<file path="src/rtl/dnn_result_collector.sv">
// dnn_result_collector
// Issues detection-NN evaluations in groups of LANES parallel instances and
// packs the 1-bit results into RESULT_W-bit pages. A frame consists of
// NUM_PAGES pages; the final page holds only LAST_PAGE_CNT results. Each page
// carries a valid-result count, a hit (popcount) count and its page index.
// A synchronous flush abandons the current frame and restarts at page 0.

module dnn_result_collector #(
    parameter int RESULT_W      = 512,
    parameter int NUM_PAGES     = 3,
    parameter int LAST_PAGE_CNT = 62,
    parameter int LANES         = 1,
    parameter int CNT_W         = $clog2(RESULT_W + 1),
    parameter int PG_W          = (NUM_PAGES > 1) ? $clog2(NUM_PAGES) : 1
) (
    input  logic                clk,
    input  logic                rst_n,
    input  logic                flush,
    // upstream window/feature stage
    input  logic                prev_out_ready,
    output logic                in_ready,
    // detection-NN lanes
    output logic [LANES-1:0]    start_det_nn,
    input  logic [LANES-1:0]    det_nn_done,
    input  logic [LANES-1:0]    det_nn_result,
    // downstream post-processing stage
    output logic                out_ready,
    input  logic                next_in_ready,
    output logic [RESULT_W-1:0] results,
    output logic [CNT_W-1:0]    result_cnt,
    output logic [CNT_W-1:0]    hit_cnt,
    output logic [PG_W-1:0]     page_idx,
    output logic                last_page
);

    localparam logic [1:0] S_IDLE = 2'd0;
    localparam logic [1:0] S_WAIT = 2'd1;
    localparam logic [1:0] S_DONE = 2'd2;

    // Sizes are held one bit wider than the counters so the comparison
    // against a full page cannot wrap.
    localparam logic [CNT_W:0]  FULL_SIZE = (CNT_W + 1)'(RESULT_W);
    localparam logic [CNT_W:0]  LAST_SIZE = (CNT_W + 1)'(LAST_PAGE_CNT);
    localparam logic [CNT_W:0]  GROUP_INC = (CNT_W + 1)'(LANES);
    localparam logic [PG_W-1:0] LAST_PG   = PG_W'(NUM_PAGES - 1);

    // FSM state
    logic [1:0]          state_q;
    logic [1:0]          state_d;

    // Per-lane sticky completion flags and latched results
    logic [LANES-1:0]    flags_q;
    logic [LANES-1:0]    flags_d;
    logic [LANES-1:0]    lat_q;
    logic [LANES-1:0]    lat_d;

    // Page datapath
    logic [RESULT_W-1:0] results_q;
    logic [RESULT_W-1:0] results_d;
    logic [CNT_W-1:0]    result_cnt_q;
    logic [CNT_W-1:0]    result_cnt_d;
    logic [CNT_W-1:0]    hit_cnt_q;
    logic [CNT_W-1:0]    hit_cnt_d;
    logic [PG_W-1:0]     page_idx_q;
    logic [PG_W-1:0]     page_idx_d;

    // Group evaluation helpers
    logic                in_wait;
    logic [LANES-1:0]    flags_now;
    logic [LANES-1:0]    grp_res;
    logic                group_done;
    logic [RESULT_W-1:0] grp_ext;
    logic [CNT_W-1:0]    grp_hits;
    logic [CNT_W:0]      cnt_sum;
    logic [CNT_W:0]      page_size;
    logic                page_full;
    logic                last_page_w;

    assign in_wait     = (state_q == S_WAIT);
    assign last_page_w = (page_idx_q == LAST_PG);

    // Per-lane view of the group: a lane counts as finished if its flag is
    // already set or its done arrives this cycle. A lane that already
    // finished keeps its first result; repeat dones cannot overwrite it.
    generate
        for (genvar gi = 0; gi < LANES; gi++) begin : g_lane
            assign flags_now[gi] = flags_q[gi] | det_nn_done[gi];
            assign grp_res[gi]   = flags_q[gi] ? lat_q[gi] : det_nn_result[gi];
            assign flags_d[gi]   = in_wait & ~flush & ~group_done & flags_now[gi];
            assign lat_d[gi]     = (in_wait & ~flags_q[gi] & det_nn_done[gi])
                                   ? det_nn_result[gi] : lat_q[gi];
        end
    endgenerate

    assign group_done = in_wait & (&flags_now);
    assign cnt_sum    = {1'b0, result_cnt_q} + GROUP_INC;
    assign page_size  = last_page_w ? LAST_SIZE : FULL_SIZE;
    assign page_full  = (cnt_sum == page_size);

    // Zero-extend the group results so they can be shifted into place.
    always_comb begin
        grp_ext              = '0;
        grp_ext[LANES-1:0]   = grp_res;
    end

    // Popcount of the group being committed.
    always_comb begin
        grp_hits = '0;
        for (int k = 0; k < LANES; k++) begin
            grp_hits = grp_hits + CNT_W'(grp_res[k]);
        end
    end

    // State register.
    always_ff @(posedge clk or negedge rst_n) begin
        if (!rst_n) begin
            state_q <= S_IDLE;
        end else begin
            state_q <= state_d;
        end
    end

    // Next-state logic; flush overrides every transition.
    always_comb begin
        state_d = state_q;
        case (state_q)
            S_IDLE: begin
                if (prev_out_ready) begin
                    state_d = S_WAIT;
                end
            end
            S_WAIT: begin
                if (group_done) begin
                    state_d = page_full ? S_DONE : S_IDLE;
                end
            end
            S_DONE: begin
                if (next_in_ready) begin
                    state_d = S_IDLE;
                end
            end
            default: state_d = S_IDLE;
        endcase
        if (flush) begin
            state_d = S_IDLE;
        end
    end

    // FSM outputs; the start pulse follows prev_out_ready combinationally.
    always_comb begin
        in_ready     = (state_q == S_IDLE);
        out_ready    = (state_q == S_DONE);
        start_det_nn = '0;
        if ((state_q == S_IDLE) && prev_out_ready && !flush) begin
            start_det_nn = '1;
        end
    end

    // Page datapath next-state: commit a finished group, clear on handshake,
    // or wipe everything on flush.
    always_comb begin
        results_d    = results_q;
        result_cnt_d = result_cnt_q;
        hit_cnt_d    = hit_cnt_q;
        page_idx_d   = page_idx_q;
        if (flush) begin
            results_d    = '0;
            result_cnt_d = '0;
            hit_cnt_d    = '0;
            page_idx_d   = '0;
        end else if (group_done) begin
            // Results are cleared at page start, so OR-ing places the group
            // at bits [result_cnt +: LANES] without disturbing the rest.
            results_d    = results_q | (grp_ext << result_cnt_q);
            result_cnt_d = cnt_sum[CNT_W-1:0];
            hit_cnt_d    = hit_cnt_q + grp_hits;
        end else if ((state_q == S_DONE) && next_in_ready) begin
            results_d    = '0;
            result_cnt_d = '0;
            hit_cnt_d    = '0;
            page_idx_d   = last_page_w ? '0 : page_idx_q + PG_W'(1);
        end
    end

    // Page datapath and lane flag registers.
    always_ff @(posedge clk or negedge rst_n) begin
        if (!rst_n) begin
            results_q    <= '0;
            result_cnt_q <= '0;
            hit_cnt_q    <= '0;
            page_idx_q   <= '0;
            flags_q      <= '0;
            lat_q        <= '0;
        end else begin
            results_q    <= results_d;
            result_cnt_q <= result_cnt_d;
            hit_cnt_q    <= hit_cnt_d;
            page_idx_q   <= page_idx_d;
            flags_q      <= flags_d;
            lat_q        <= lat_d;
        end
    end

    assign results    = results_q;
    assign result_cnt = result_cnt_q;
    assign hit_cnt    = hit_cnt_q;
    assign page_idx   = page_idx_q;
    assign last_page  = last_page_w;

endmodule

</file>
<file path="config.mk">
export PLATFORM = sky130hd
export DESIGN_NAME = dnn_result_collector
export DESIGN_NICKNAME = d
export VERILOG_FILES = /design/src/rtl/dnn_result_collector.sv
export SDC_FILE = /design/constraint.sdc
export NUM_CORES = 1
export LEC_CHECK = 0
export BUFFER_PORTS_ARGS = -buffer_cell sky130_fd_sc_hd__buf_2
export CAP_MARGIN = 0
export CORE_ASPECT_RATIO = 1.75
export CORE_MARGIN = 4
export CORE_UTILIZATION = 25
export DETAILED_ROUTE_END_ITERATION = 16
export HOLD_SLACK_MARGIN = 0.05
export PLACE_DENSITY_LB_ADDON = 0.2
export SYNTH_ARGS = -nofsm -noshare
export SYNTH_HDL_FRONTEND = slang
export SYNTH_SLANG_ARGS = --single-unit
</file>
<file path="constraint.sdc">
create_clock -name clk -period 6.34 [get_ports clk]
set_clock_uncertainty 0.05 [all_clocks]
set_input_delay 1.268 -clock clk [delete_from_list [all_inputs] [get_ports clk]]
set_output_delay 1.268 -clock clk [all_outputs]
set_load 0.02 [all_outputs]
</file>
==> summary by stage, run 1 <==
Status
The run finished with clean final reports.

Timing
The final count of hold timing violations is 0. The shortest clock period the worst path allows after layout is ~3.5 ns. After routing, the total negative slack on setup checks comes to 0 ns. The final worst setup slack is about 2.9 ns. Setup repair after global routing left no endpoint under its margin. After layout, the worst path uses between 50% and 60% of the clock period. The worst-case hold slack is roughly 0.42 ns.

The total count of max-transition violations in the final report is 0. Measured against its own limit, the worst slew margin works out to approximately 23%. Setup violations remaining at the end of the flow were counted as 0. The highest clock rate is between 200 and 300 MHz.

The slew at the pin closest to its max-slew limit is about 1.2 ns.

Clock tree
Clock tree synthesis selected as its root buffer the cell clkbuf_16. Hold repair after CTS inserted 0 buffers. Clock tree synthesis found a total of around 540 sinks. The clock latency of the later-clocked register in the worst-skew pair is between 0.6 and 0.7 ns. The buffer levels on the longest clock path is 3.

The number of buffers created by CTS is 53. CTS built an H-tree with a depth of 2. The clock tree from TritonCTS is done. Clock-pin slew was measured on the worst setup and hold paths at 0.06 ns. The post-CTS setup-driven buffer insertion count is 0. The number of cells upsized or downsized after cts is 0.

Power
Summed over all nets, the switching power comes to between 1.5 and 2 mW. Net switching is ~23% of the power. Summed over all cells, the static leakage comes to roughly 13 nW. Per report_power, the clock group accounts for between 40% and 50% of the total. Per report_power, the sequential group accounts for roughly half of the total.

The combinational share of power is under 10%. The worst-case IR drop observed on VDD is 0.000185 V. The power density normalized to cell area is 275 nW/um2. Cell internal power was estimated by the tool at roughly 5.4 mW.

Worst setup path
The signal on the critical path passes through buf_2 -> nor4b_1 -> buf_2. STA classifies the critical path startpoint as an input port. The type of the worst setup path is input port to output port. The number of buffers and inverters on the critical path is 2. Data on the critical path arrives at its endpoint at between 2 and 2.5 ns. Along the worst path, the maximum fanout reaches 10. On the critical path, the stage with the largest delay is an instance of nor4b_1. The maximum single-stage delay on the critical path is 0.40 ns. STA classifies the critical path endpoint as an output port. At the worst endpoint, the required time is 5.02 ns. The most used cell along the critical path is buf_2. Grouping stages by cell kind, the critical path spends the most delay in buffers and inverters.

Placed design
The HPWL after detailed placement is approximately 57 mm. Prior to clock tree synthesis, the placed netlist has a worst setup slack of 2.22 ns. The number of placed instances, taps included, is between 3000 and 4000. The placement-stage cell area is about 24000 um2.

Routability-driven placement finished with a final weighted congestion of around 0.82. Port buffering added between 500 and 600 buffers.

Floorplan
The initial utilization of the core area, before any placement, comes to around 25%. The placeable core region is approximately 79000 um2. Row generation in the floorplan step produced about 140 rows. The die area is roughly 85000 um2. The y dimension of the die is approximately 380 um. The width of the die is 221 um.

The total I/O pin count is 545.

Yosys
After synthesis, the netlist uses 52 different library cells. The cell area after synthesis is 19900 um2. The most used flip-flop cell after synthesis is dfrtp_1. Each instance of the synthesized netlist takes up on average roughly 12 um2.

The number of nets in the synthesized netlist is 1726. During synthesis, Yosys emitted a total of 0 warnings. The share of the Yosys chip area taken by registers is about two thirds.

In this run, synthesis produced a sequential element count of 538. Counting flops with an async set or reset pin after synthesis yields a share of 100%. Synthesis produced about 1700 cells. Counting flops with a built-in enable in the synthesized netlist gives 0.

Finish
Of the cells placed in the final design, the portion with a size suffix greater than 1 is slightly above 30%. The area added between synthesis and finish is 28.2%. The final net count is 2235. Leaving out filler cells and counting taps, the final layout contains between 3000 and 4000. The cell area after layout is between 20000 and 30000 um2. The repair_antennas step left the layout with diodes totalling 0.

Min path
The path class of the tightest hold or removal check is flip-flop to flip-flop.

Route
The DRC violation count after routing is 0. The vias per cell is ~4.8. The detailed-route wire length per cell is roughly 25 um. The number of search-and-repair iterations in the first detailed-routing pass is 6. The number of nets with antenna violations after detailed routing is 0. After the first detailed-routing iteration, the DRC count stood at about 1100.

The number of vias after detailed routing is 15800. The post-detailed-routing wire length is around 80 mm.

Global route
The total track usage is between 15 and 20%. The first global-routing pass estimated 119 mm of wire. Entering global routing, the biggest net connects ~130 pins. The overflow left after global routing is 0. The number of antenna violations at the first check in global routing is 2. The number of global-route vias before repair came to about 16000.

Job
The number of violations of the max-capacitance limit is 0.
## worst reg2reg max path, stage by stage (launching register included)
cell,delay [ns]
dfrtp_1,0.47
nand2b_1,0.24
or4_1,0.77
nor2_1,0.27
nand3_1,0.70
o21ai_0,0.48
## stage by stage
| step | power [mW] | util (%) |
|---|---|---|
| floorplan | 3.59 | - |
| global placement | 3.72 | 30.1 |
| detailed placement | 3.73 | 30.1 |
| CTS | 7.15 | 32.4 |
| global route | 7.28 | 32.4 |
| finish | 7.03 | 32.4 |
## sequential cells by signal (all words and copies together), names as in the netlist
register    flops
lat_q           1
state_q         2
result_cnt     10
hit_cnt        10
results       512
page_idx        2
flags_q         1
## layer usage
| metal | GRT usage, % | up-vias | wire length [um] |
|---|---|---|---|
| li1 | - | 7032 | - |
| met1 | 22.3 | 8109 | 31900 |
| met2 | 32.7 | 595 | 40800 |
| met3 | 4.97 | 96 | 5800 |
| met4 | 5.16 | 0 | 2300 |
| met5 | 0 | - | 0 |
## cell usage in the layout (no fill, tap or decap), types with 3 or more instances in the layout
cell	instances
nand3_1	10
nor2b_1	7
bufinv_16	6
clkinv_2	5
mux2i_1	3
buf_2	543
xor2_1	4
o21ai_2	11
dfrtp_1	538
nand3b_1	3
o21ai_1	31
nand2_4	3
nor2_1	51
nand4_1	4
o31ai_1	3
a22o_1	212
nand2_1	362
ha_1	3
nor3_4	4
nand2b_1	5
or3_1	3
o21ai_0	286
clkbuf_8	12
buf_4	19
and3_1	9
clkbuf_16	55
xnor2_1	3
buf_12	4
nor3_1	6
inv_8	3
clkbuf_1	8
## power by group through the flow
stage                     clock network [mW]  registers [mW]  logic (mW)
after global routing                    3.60            3.44       0.236
final                                   3.38            3.45       0.208
after global placement                     0            3.51       0.216
after CTS                               3.48            3.44       0.219
after detailed placement                   0            3.51       0.219
after floorplan                            0            3.51      0.0847
## kinds of logic (layout without fill, tap and decap cells)
logic type      after synthesis  count (layout)  share of synthesized area [%]
xor+xnor                      7               7                          0.307
fa+ha+maj                     3               3                          0.188
simple gates                494             494                           10.8
mux                           5               5                          0.264
buf+inv                     115             661                           2.64
flops                       538             538                           67.5
other cells                   1               1                         0.0188
compound gates              553             553                           18.3
## cells in the mapped netlist (all sizes together) (2+ instances only)
| master | count | area (um2) |
|---|---|---|
| a22o | 212 | 1860 |
| buf | 49 | 279 |
| or3 | 3 | 18.8 |
| nor3 | 12 | 92.6 |
| a21oi | 2 | 10.0 |
| nor3b | 5 | 58.8 |
| nand3b | 4 | 33.8 |
| nor2 | 55 | 214 |
| nand4b | 2 | 17.5 |
| mux2 | 2 | 22.5 |
| o31ai | 3 | 22.5 |
| nor4 | 3 | 33.8 |
| dfrtp | 538 | 13500 |
| xor2 | 4 | 35.0 |
| mux2i | 3 | 30.0 |
| clkbuf | 64 | 240 |
| nand3 | 11 | 60.1 |
| nand4 | 4 | 25.0 |
| or2 | 2 | 12.5 |
| or3b | 2 | 17.5 |
| xnor2 | 3 | 26.3 |
| o21ai | 328 | 1680 |
| nor4b | 3 | 26.3 |
| nand2 | 365 | 1390 |
| nor2b | 7 | 43.8 |
| and3 | 9 | 56.3 |
| a21o | 2 | 15.0 |
| ha | 3 | 37.5 |
| nand2b | 5 | 31.3 |
| inv | 2 | 7.51 |
## cell type report
class | count | area [um2]
Multi-Input combinational cell | 1063 | 6000
Tap cell | 1035 | 1290
Clock inverter | 17 | 263
Timing Repair Buffer | 567 | 2960
Sequential cell | 538 | 13500
Clock buffer | 75 | 1570
Fill cell | 8064 | 53200
Inverter | 2 | 7.51
## path summary, 6_finish.rpt
| kind | cells after the start | startpoint | to | slack, ns |
|---|---|---|---|---|
| max | 3 | flush | start_det_nn | 2.86 |
| min | 2 | results[110]$_DFFE_PN0P_ | results[110]$_DFFE_PN0P_ | 0.42 |
| max reg2reg | 5 | state_q[1]$_DFFE_PN0P_ | results[493]$_DFFE_PN0P_ | 3.25 |
| min reg2reg | 2 | results[110]$_DFFE_PN0P_ | results[110]$_DFFE_PN0P_ | 0.42 |
| max in group asynchronous | 2 | rst_n | results[142]$_DFFE_PN0P_ | 4.21 |
| min in group asynchronous | 1 | rst_n | results[262]$_DFFE_PN0P_ | 0.66 |
No activity file was read; power rests on OpenSTA's default activity.
==> run 2, diff against run 1 <==
--- a/config.mk
+++ b/config.mk
@@ -5,6 +5,7 @@
 export SDC_FILE = /design/constraint.sdc
 export NUM_CORES = 1
 export LEC_CHECK = 0
+export ABC_AREA = 1
 export BUFFER_PORTS_ARGS = -buffer_cell sky130_fd_sc_hd__buf_2
 export CAP_MARGIN = 0
 export CORE_ASPECT_RATIO = 1.75
==> constraint.sdc (replaced) <==
create_clock -name clk -period 2.94 [get_ports clk]
set_clock_uncertainty 0.05 [all_clocks]
set_input_delay 0.588 -clock clk [delete_from_list [all_inputs] [get_ports clk]]
set_output_delay 0.588 -clock clk [all_outputs]
set_load 0.02 [all_outputs]
==> run 2 against run 1 <==
Sequential power rose by 120%. Core utilization up 0.43 points. Critical path depth shrank 1. Die area is 6.5% higher. Via count is 19% higher. Cell count rose by 20%. Design area increased by 8.7%. Combinational power grew to 2.7 times the previous value.
==> summary by stage, run 2 <==
Finish
The footprint of the multi-input gates is 6860 um2 (was 6000 um2). The number of inserted diodes is 0 (unchanged). The final net count is 2866 (was 2235). Leading cell types in the layout, fill and taps excluded: nand2_1 (763), buf_2 (543), dfrtp_1 (537) (was buf_2 (543), dfrtp_1 (538), nand2_1 (362)). The cell area after layout came to 27800 um2 (was 25600 um2). The number of fill cells in the layout is 8918 (was 8064). The number of cells in the finished layout apart from fillers is 3971 (was 3297). The leading cell type in the layout, fill and taps excluded is nand2_1 (was buf_2). The sequential cell area is 13500 um2 (about the same).

The flip-flop count of the largest register, all copies and words added is 512 (unchanged). The area added between synthesis and finish is 30.6% (was 28.2%). The fraction of layout cells with a size suffix above 1 is 26.5% (was 30.5%).

Clock tree
The clock latency of the later-clocked register in the worst-skew pair was 0.61 ns (about the same). The TritonCTS sink count came to 538 (unchanged). The buffer cell driving the clock tree root is clkbuf_16 (unchanged).

The buffer levels on the longest clock path is 3 (unchanged). The post-CTS setup-driven buffer insertion count is 0 (unchanged). The depth of the CTS H-tree is 2 (unchanged). The clock tree from TritonCTS was done (unchanged). The number of cells upsized or downsized after cts came to 0 (unchanged). The number of buffers created by CTS is 53 (unchanged). The clock-pin slew of the registers on the worst-case setup and hold paths came to 0.07 ns (was 0.06 ns).

Yosys
The area share of the largest cell type after synthesis is 63.3% (was 67.5%). The adder-cell share of the synthesized area was 0.176% (was 0.188%). The synthesized-area fraction occupied by xor and xnor cells was 0.247% (was 0.307%). The sequential cell area fraction in the yosys report is 63.3% (was 67.5%). The synthesized-area fraction occupied by ao, oa, aoi and oai cells was 11.8% (was 18.3%). The most repeated cell in the gate-level netlist after synthesis is nand2_1 (was dfrtp_1). The largest area contributor in the netlist is dfrtp_1 (unchanged). The synthesized area divided by synthesized cell count was 9.20 um2 (was 11.6 um2). The number of storage elements in the synthesis netlist is 538 (unchanged). The cell area after synthesis is 21300 um2 (was 19900 um2). The most used flip-flop cell after synthesis is dfrtp_1 (unchanged). Cell types with the largest area share after synthesis: dfrtp_1 (63%), nand2_1 (13%), o21ai_0 (9.4%) (was dfrtp_1 (68%), a22o_1 (9.3%), o21ai_0 (7.2%)). The proportion of register bits with asynchronous set or reset after synthesis came to 100% (unchanged).

The portion of netlist area occupied by mux cells is 0.0529% (was 0.264%). The count of warnings emitted by yosys was 0 (unchanged). The dominant combinational cell family by area after synthesis is simple AND/OR/NAND/NOR gates (was compound AO/OA/AOI/OAI gates). Top cells by count, synth: nand2_1 (763), dfrtp_1 (538), o21ai_0 (401) (was dfrtp_1 (538), nand2_1 (362), o21ai_0 (286)). The count of different cell masters after synthesis came to 35 (was 52).

The number of nets in the synthesized netlist came to 2321 (was 1726). The synthesized-area fraction occupied by and/or/nand/nor cells came to 19.9% (was 10.8%). The number of enable-type register cells in the synthesized netlist came to 0 (unchanged). The gate count after technology mapping is 2311 (was 1716).

Power
The overall power after layout is 15.7 mW (was 7.03 mW). The power density normalized to cell area is 565 nW/um2 (was 275 nW/um2). The static leakage is 14.1 nW (was 13.2 nW).

The maximum vdd drop was 0.000387 V (was 0.000185 V).

Worst setup path
The element type at the critical path end is an output port (unchanged). The register-to-register setup slack is 0.52 ns (was 3.25 ns). The worst reg2reg path endpoint is results[332]$_DFFE_PN0P_ (was results[493]$_DFFE_PN0P_).

The cell depth of the worst flop-to-flop path is 9 (was 5). The data arrival time of the critical path is 2.15 ns (was 2.16 ns). The number of buffers and inverters on the critical path is 2 (unchanged). The critical register-to-register path startpoint is flags_q$_DFF_PN0_ (was state_q[1]$_DFFE_PN0P_). The critical path's slowest cell is dfrtp_4 (was nor4b_1).

The type of element launching the critical path is a flip-flop (was input port). The data required time of the worst path is 2.30 ns (was 5.02 ns). The type of the worst setup path is flip-flop to output port (was input port to output port).

The top cell family by delay on the critical path is buffers and inverters (unchanged). The maximum single-stage delay on the critical path is 0.70 ns (was 0.40 ns). Critical path cell sequence: buf_4 -> buf_2 (was buf_2 -> nor4b_1 -> buf_2). The biggest fanout along the worst timing path came to 36 (was 10).

Global route
The first-pass GRT wire length is 138 mm (was 119 mm). The total track usage is 20.2% (was 18.5%). The maximum number of pins on one net before global-route repair is 65 (was 134). The number of antenna violations at the first check in global routing is 0 (was 2). The number of global-route vias before repair is 19300 (was 16300). The overflow left after global routing was 0 (unchanged).

Timing
The number of setup violations in the final report came to 0 (unchanged). The highest clock rate is 358 MHz. The aggregate negative setup slack came to 0 ns (unchanged). The max-slew headroom at the worst pin is 54.8% (was 23.2%). The post-route clock period utilization is around 95%. The slew at the pin closest to its max-slew limit is 0.675 ns (was 1.15 ns). Unrepaired setup endpoints after global routing: no (unchanged). The final worst setup slack came to 0.149 ns (was 2.86 ns). The total count of max-transition violations in the final report is 0 (unchanged). The worst path needs around 2.8 ns of the cycle, external delays included. The final count of hold timing violations came to 0 (unchanged).

Min path
The end point of the worst hold path is lat_q$_DFFE_PN0P_ (was results[110]$_DFFE_PN0P_). The worst hold path startpoint is det_nn_result (was results[110]$_DFFE_PN0P_). The worst hold path stage count was 2 (unchanged). The worst min-delay path class is input port to flip-flop (was flip-flop to flip-flop).

Floorplan
The total I/O pin count came to 545 (unchanged). The placeable core region was 84500 um2 (was 78800 um2). The width of the die was 228 um (was 221 um). The y dimension of the die is 394 um (was 382 um). The number of cell rows was 141 (was 136). The initial core utilization is 25.2% (was 25.3%). The die area is 90000 um2 (was 84500 um2).

Route
The detailed-route wire length per cell is 23.5 um (was 24.5 um). The DRC violation count after routing is 0 (unchanged). The number of vias after detailed routing came to 18800 (was 15800). The number of search-and-repair iterations in the first detailed-routing pass is 7 (was 6).

The post-detailed-routing wire length is 93.3 mm (was 80.8 mm). The number of violations reported at the end of detailed-routing iteration 0 is 1238 (was 1057). The number of nets with antenna violations after detailed routing is 0 (unchanged). The vias per cell is 4.75 (was 4.80).

Placed design
The post-placement cell count is 3872 (was 3205). The post-placement worst setup slack is 0.287 ns (was 2.22 ns). The routability-driven placement congestion ratio is 0.843 (was 0.816). The post-detailed-placement half-perimeter wirelength came to 67.4 mm (was 56.5 mm). The count of buffers inserted at the top-level ports is 544 (unchanged). The placement-stage cell area is 25800 um2 (was 23700 um2).

Job
The number of violations of the max-capacitance limit is 0 (unchanged).

Status
Outcome: completed (unchanged).
run 2: changes by cell type after synthesis, moves of 23 or more:
| cell | previous run | this run |
|---|---|---|
| nand2_1 | 362 | 763 |
| a22o_1 | 212 | 1 |
| nand3_1 | 10 | 132 |
| o21ai_0 | 286 | 401 |
| clkbuf_1 | 64 | 133 |
| inv_1 | 2 | 53 |
| o21ai_1 | 31 | 80 |
| nand4_1 | 4 | 35 |
| buf_2 | 40 | 14 |
| nor2_1 | 54 | 77 |
run 2: cell type report:
cell class	instances	share of cell area, %
clock inverters	22	1.28
multi-input cells	1546	24.7
clock buffers	76	5.78
repair buffers	654	14.0
flip-flops and latches	538	48.5
well taps	1072	4.83
inverters	63	0.937
run 2: stage by stage:
| stage | utilization (%) | hold slack (ns) |
|---|---|---|
| after floorplan | - | 0.242 |
| after global placement | 30.5 | 0.411 |
| after detailed placement | 30.5 | 0.411 |
| after CTS | 32.9 | 0.151 |
| after global routing | 32.9 | 0.172 |
| final | 32.9 | 0.197 |
run 2: worst reg2reg max path, cell delays in order, from the launching register on:
cell and delay [ns]:
dfrtp_1 0.39, inv_1 0.07, nand2_1 0.12, nand2_2 0.20, nand3_1 0.12, nor2_1 0.23
nand2_1 0.21, nor2_1 0.51, nand2_1 0.23, o21ai_0 0.20
run 2: cells by family after synthesis:
logic type | after synthesis
other cells | 1
compound gates | 496
fa+ha+maj | 3
simple gates | 1039
xor+xnor | 6
buf+inv | 227
flops | 538
mux | 1
run 2: where the power goes:
group	total (mW)	internal, mW	switching [mW]
combinational	0.570	0.120	0.450
clock	7.71	4.59	3.12
sequential	7.42	7.41	0.0105
total	15.7	12.1	3.58
run 2: worst max-delay path by stage:
stage	end	cells past startpoint	slack (ns)	startpoint
detailed placement	results[76]$_DFFE_PN0P_	9	0.29	det_nn_result
global placement	results[332]$_DFFE_PN0P_	9	0.33	det_nn_result
finish	result_cnt[7]	2	0.15	result_cnt[7]$_DFFE_PN0P_
CTS	result_cnt[7]	2	0.08	result_cnt[7]$_DFFE_PN0P_
global route	result_cnt[7]	2	0.05	result_cnt[7]$_DFFE_PN0P_
floorplan	start_det_nn	1	0.93	flush
run 2: metal layers:
metal  wire length [um]  up-vias  track usage [%]
li1                   -     8693                -
met1              37700     9355             24.6
met2              45600      653             34.3
met3               5890      145             4.82
met4               4170        0             8.05
met5                  0        -                0
run 2: timing repair:
item,4_1_cts,5_1_grt
hold buffers,1,0
setup endpoints to repair,0,0
endpoints found under the hold margin,34,0
==> run 3, diff against run 2 <==
--- a/config.mk
+++ b/config.mk
@@ -9,7 +9,6 @@
 export BUFFER_PORTS_ARGS = -buffer_cell sky130_fd_sc_hd__buf_2
 export CAP_MARGIN = 0
 export CORE_ASPECT_RATIO = 1.75
-export CORE_MARGIN = 4
 export CORE_UTILIZATION = 25
 export DETAILED_ROUTE_END_ITERATION = 16
 export HOLD_SLACK_MARGIN = 0.05
==> run 3 against run 2 <==
Via count shrank 0.44%. Core utilization shrank 0.16 points. Non-clock buffer count grew 8. Critical path type is now flip-flop to flip-flop. Critical endpoint is now results[35]$_DFFE_PN0P_. Highest routed layer unchanged.
==> summary by stage, run 3 (synthesized netlist as in run 2, its figures left out) <==
Clock tree
The buffer levels on the longest clock path came to 3 (unchanged). The number of buffers created by CTS is 53 (unchanged). The depth of the CTS H-tree is 2 (unchanged). The post-CTS setup-driven buffer insertion count came to 0 (unchanged). The TritonCTS sink count was 538 (unchanged). The clock tree from TritonCTS is done (unchanged). The buffer cell driving the clock tree root is clkbuf_16 (unchanged). The hold buffer count at CTS is 1 (unchanged).

The number of cells upsized or downsized after cts was 0 (unchanged). The clock-pin slew of the registers on the worst-case setup and hold paths came to 0.07 ns (about the same). The clock latency of the later-clocked register in the worst-skew pair is 0.61 ns (about the same).

Finish
The fraction of layout cells with a size suffix above 1 is 26.1% (was 26.5%). The number of inserted diodes is 0 (unchanged). The number of fill cells in the layout is 8991 (was 8918). The leading cell type in the layout, fill and taps excluded is nand2_1 (unchanged).

The area added between synthesis and finish is 29.7% (was 30.6%). The flip-flop count of the largest register, all copies and words added came to 512 (unchanged). The final net count is 2874 (was 2866). Leading cell types in the layout, fill and taps excluded: nand2_1 (763), buf_2 (543), dfrtp_1 (537) (unchanged).

Worst setup path
The data required time of the worst path is 3.40 ns (was 2.30 ns). The type of element launching the critical path was a flip-flop (unchanged). The cell depth of the worst flop-to-flop path came to 6 (was 9). The element type at the critical path end is a flip-flop (was output port).

The critical register-to-register path startpoint is result_cnt[1]$_DFFE_PN0P_ (was flags_q$_DFF_PN0_). The biggest fanout along the worst timing path was 7 (was 36). The data arrival time of the critical path is 2.88 ns (was 2.15 ns).

The type of the worst setup path is flip-flop to flip-flop (was flip-flop to output port). The register-to-register setup slack is 0.52 ns (about the same). The worst reg2reg path endpoint is results[35]$_DFFE_PN0P_ (was results[332]$_DFFE_PN0P_).

Route
The DRC violation count after routing is 0 (unchanged). The vias per cell came to 4.73 (was 4.75). The number of search-and-repair iterations in the first detailed-routing pass is 5 (was 7). The number of violations reported at the end of detailed-routing iteration 0 is 1248 (was 1238). The detailed-route wire length per cell is 23.0 um (was 23.5 um). The number of vias after detailed routing was 18800 (about the same).

The post-detailed-routing wire length is 91.5 mm (was 93.3 mm). The number of nets with antenna violations after detailed routing is 0 (unchanged).

Global route
The number of antenna violations at the first check in global routing was 1 (was 0). The met2 track demand over resource came to 35.4% (was 34.3%). The total track usage is 20.9% (was 20.2%). The overflow left after global routing is 0 (unchanged). The first-pass GRT wire length is 134 mm (was 138 mm). The busiest layer in global routing is met2 (unchanged). The number of global-route vias before repair is 19300 (about the same). The maximum number of pins on one net before global-route repair was 89 (was 65).

The met3 usage in global routing is 4.95% (was 4.82%). The met1 layer usage reported by global route is 25.2% (was 24.6%).

Placed design
The count of buffers inserted at the top-level ports is 544 (unchanged). The post-detailed-placement half-perimeter wirelength came to 65.5 mm (was 67.4 mm). The routability-driven placement congestion ratio is 0.807 (was 0.843).

Power
The power density normalized to cell area is 543 nW/um2 (was 565 nW/um2). The internal power came to 11.5 mW (was 12.1 mW). The clock group share of total power came to 46.7% (was 49.1%). The overall power after layout is 15.0 mW (was 15.7 mW). The static leakage is 14.0 nW (was 14.1 nW). The net switching share of the total power is 22.9% (was 22.8%). The combinational share of power is 3.8% (was 3.6%).

The reported net switching power was 3.44 mW (was 3.58 mW). The maximum vdd drop is 0.000464 V (was 0.000387 V). The sequential fraction of design power is 49.6% (was 47.3%).

Min path
The worst min-delay path class is input port to flip-flop (unchanged). The worst hold path stage count is 2 (unchanged). The worst hold path startpoint is det_nn_result (unchanged). The end point of the worst hold path is lat_q$_DFFE_PN0P_ (unchanged).

Floorplan
The die area is 86300 um2 (was 90000 um2). The number of cell rows is 141 (unchanged). The placeable core region is 84300 um2 (was 84500 um2). The width of the die came to 222 um (was 228 um). The total I/O pin count is 545 (unchanged). The y dimension of the die is 388 um (was 394 um). The initial core utilization is 25.2% (about the same).

Timing
The max-slew headroom at the worst pin is 54.0% (was 54.8%). The final count of hold timing violations is 0 (unchanged). The total count of max-transition violations in the final report is 0 (unchanged). The slew at the pin closest to its max-slew limit came to 0.688 ns (was 0.675 ns). The highest clock rate is 413 MHz (was 358 MHz). The shortest clock period the worst path allows after layout was 2.42 ns (was 2.79 ns). The number of setup violations in the final report is 0 (unchanged). The post-route clock period utilization is 82.4% (was 94.9%). The aggregate negative setup slack is 0 ns (unchanged). Unrepaired setup endpoints after global routing: no (unchanged).

Job
The number of violations of the max-capacitance limit is 0 (unchanged).

Status
Outcome: completed (unchanged).
## run 3: cell types whose count changed in the layout (fill, tap and decap cells not counted)
cell	change
bufinv_16	-3
inv_6	-3
nor3_2	-1
buf_4	+8
clkbuf_8	-8
clkinv_4	-2
clkbuf_16	-2
clkbuf_1	+12
inv_8	+1
nor3_4	+1
clkinvlp_4	-2
clkinv_2	-1
## run 3: layer usage
layer	wire length, um	up-vias
li1	-	8689
met1	37000	9296
met2	44800	629
met3	5870	150
met4	3920	0
met5	0	-
## run 3: worst max path at each step
stage | start | endpoint | cells after the start
2_1_floorplan | flush | start_det_nn | 1
5_1_grt | result_cnt[1]$_DFFE_PN0P_ | results[291]$_DFFE_PN0P_ | 6
3_3_place_gp | det_nn_result | results[142]$_DFFE_PN0P_ | 10
4_1_cts | state_q[1]$_DFFE_PN0P_ | start_det_nn | 2
6_report | result_cnt[1]$_DFFE_PN0P_ | results[35]$_DFFE_PN0P_ | 6
3_5_place_dp | det_nn_result | results[14]$_DFFE_PN0P_ | 10
## run 3: final cells by class
cell class                      count  area, um2  share of cell area (%)
Tap cell                         1072       1340                    4.86
Timing Repair Buffer              662       3950                    14.3
Inverter                           63        263                   0.953
Sequential cell                   538      13500                    48.8
Clock inverter                     12        210                   0.762
Multi-Input combinational cell   1546       6870                    24.9
Clock buffer                       78       1490                    5.40
## run 3: through the flow
step           util [%]  hold slack (ns)  std cells  setup WS [ns]  instance area (um2)
2_1_floorplan         -            0.242       2311          0.925                21300
3_3_place_gp       30.7            0.410       3880          0.519                25900
3_5_place_dp       30.7            0.413       3880          0.504                25900
4_1_cts            32.7            0.124       3971          0.456                27600
5_1_grt            32.7            0.163       3971          0.311                27600
6_report           32.7            0.179       3971          0.518                27600
## run 3: critical path, stage by stage (launching register included)
cell and delay, ns:
dfrtp_1 0.44, inv_1 0.17, nor2_1 0.33, nand4_1 0.40
nor2_1 0.55, nand3_1 0.18, o21ai_0 0.19
## run 3: power by group through the flow
stage	clock, mW	combinational [mW]	sequential, mW
global route	7.44	0.633	7.42
CTS	7.22	0.586	7.42
detailed placement	0	0.585	7.56
finish	6.99	0.565	7.42
floorplan	0	0.219	7.57
global placement	0	0.587	7.56
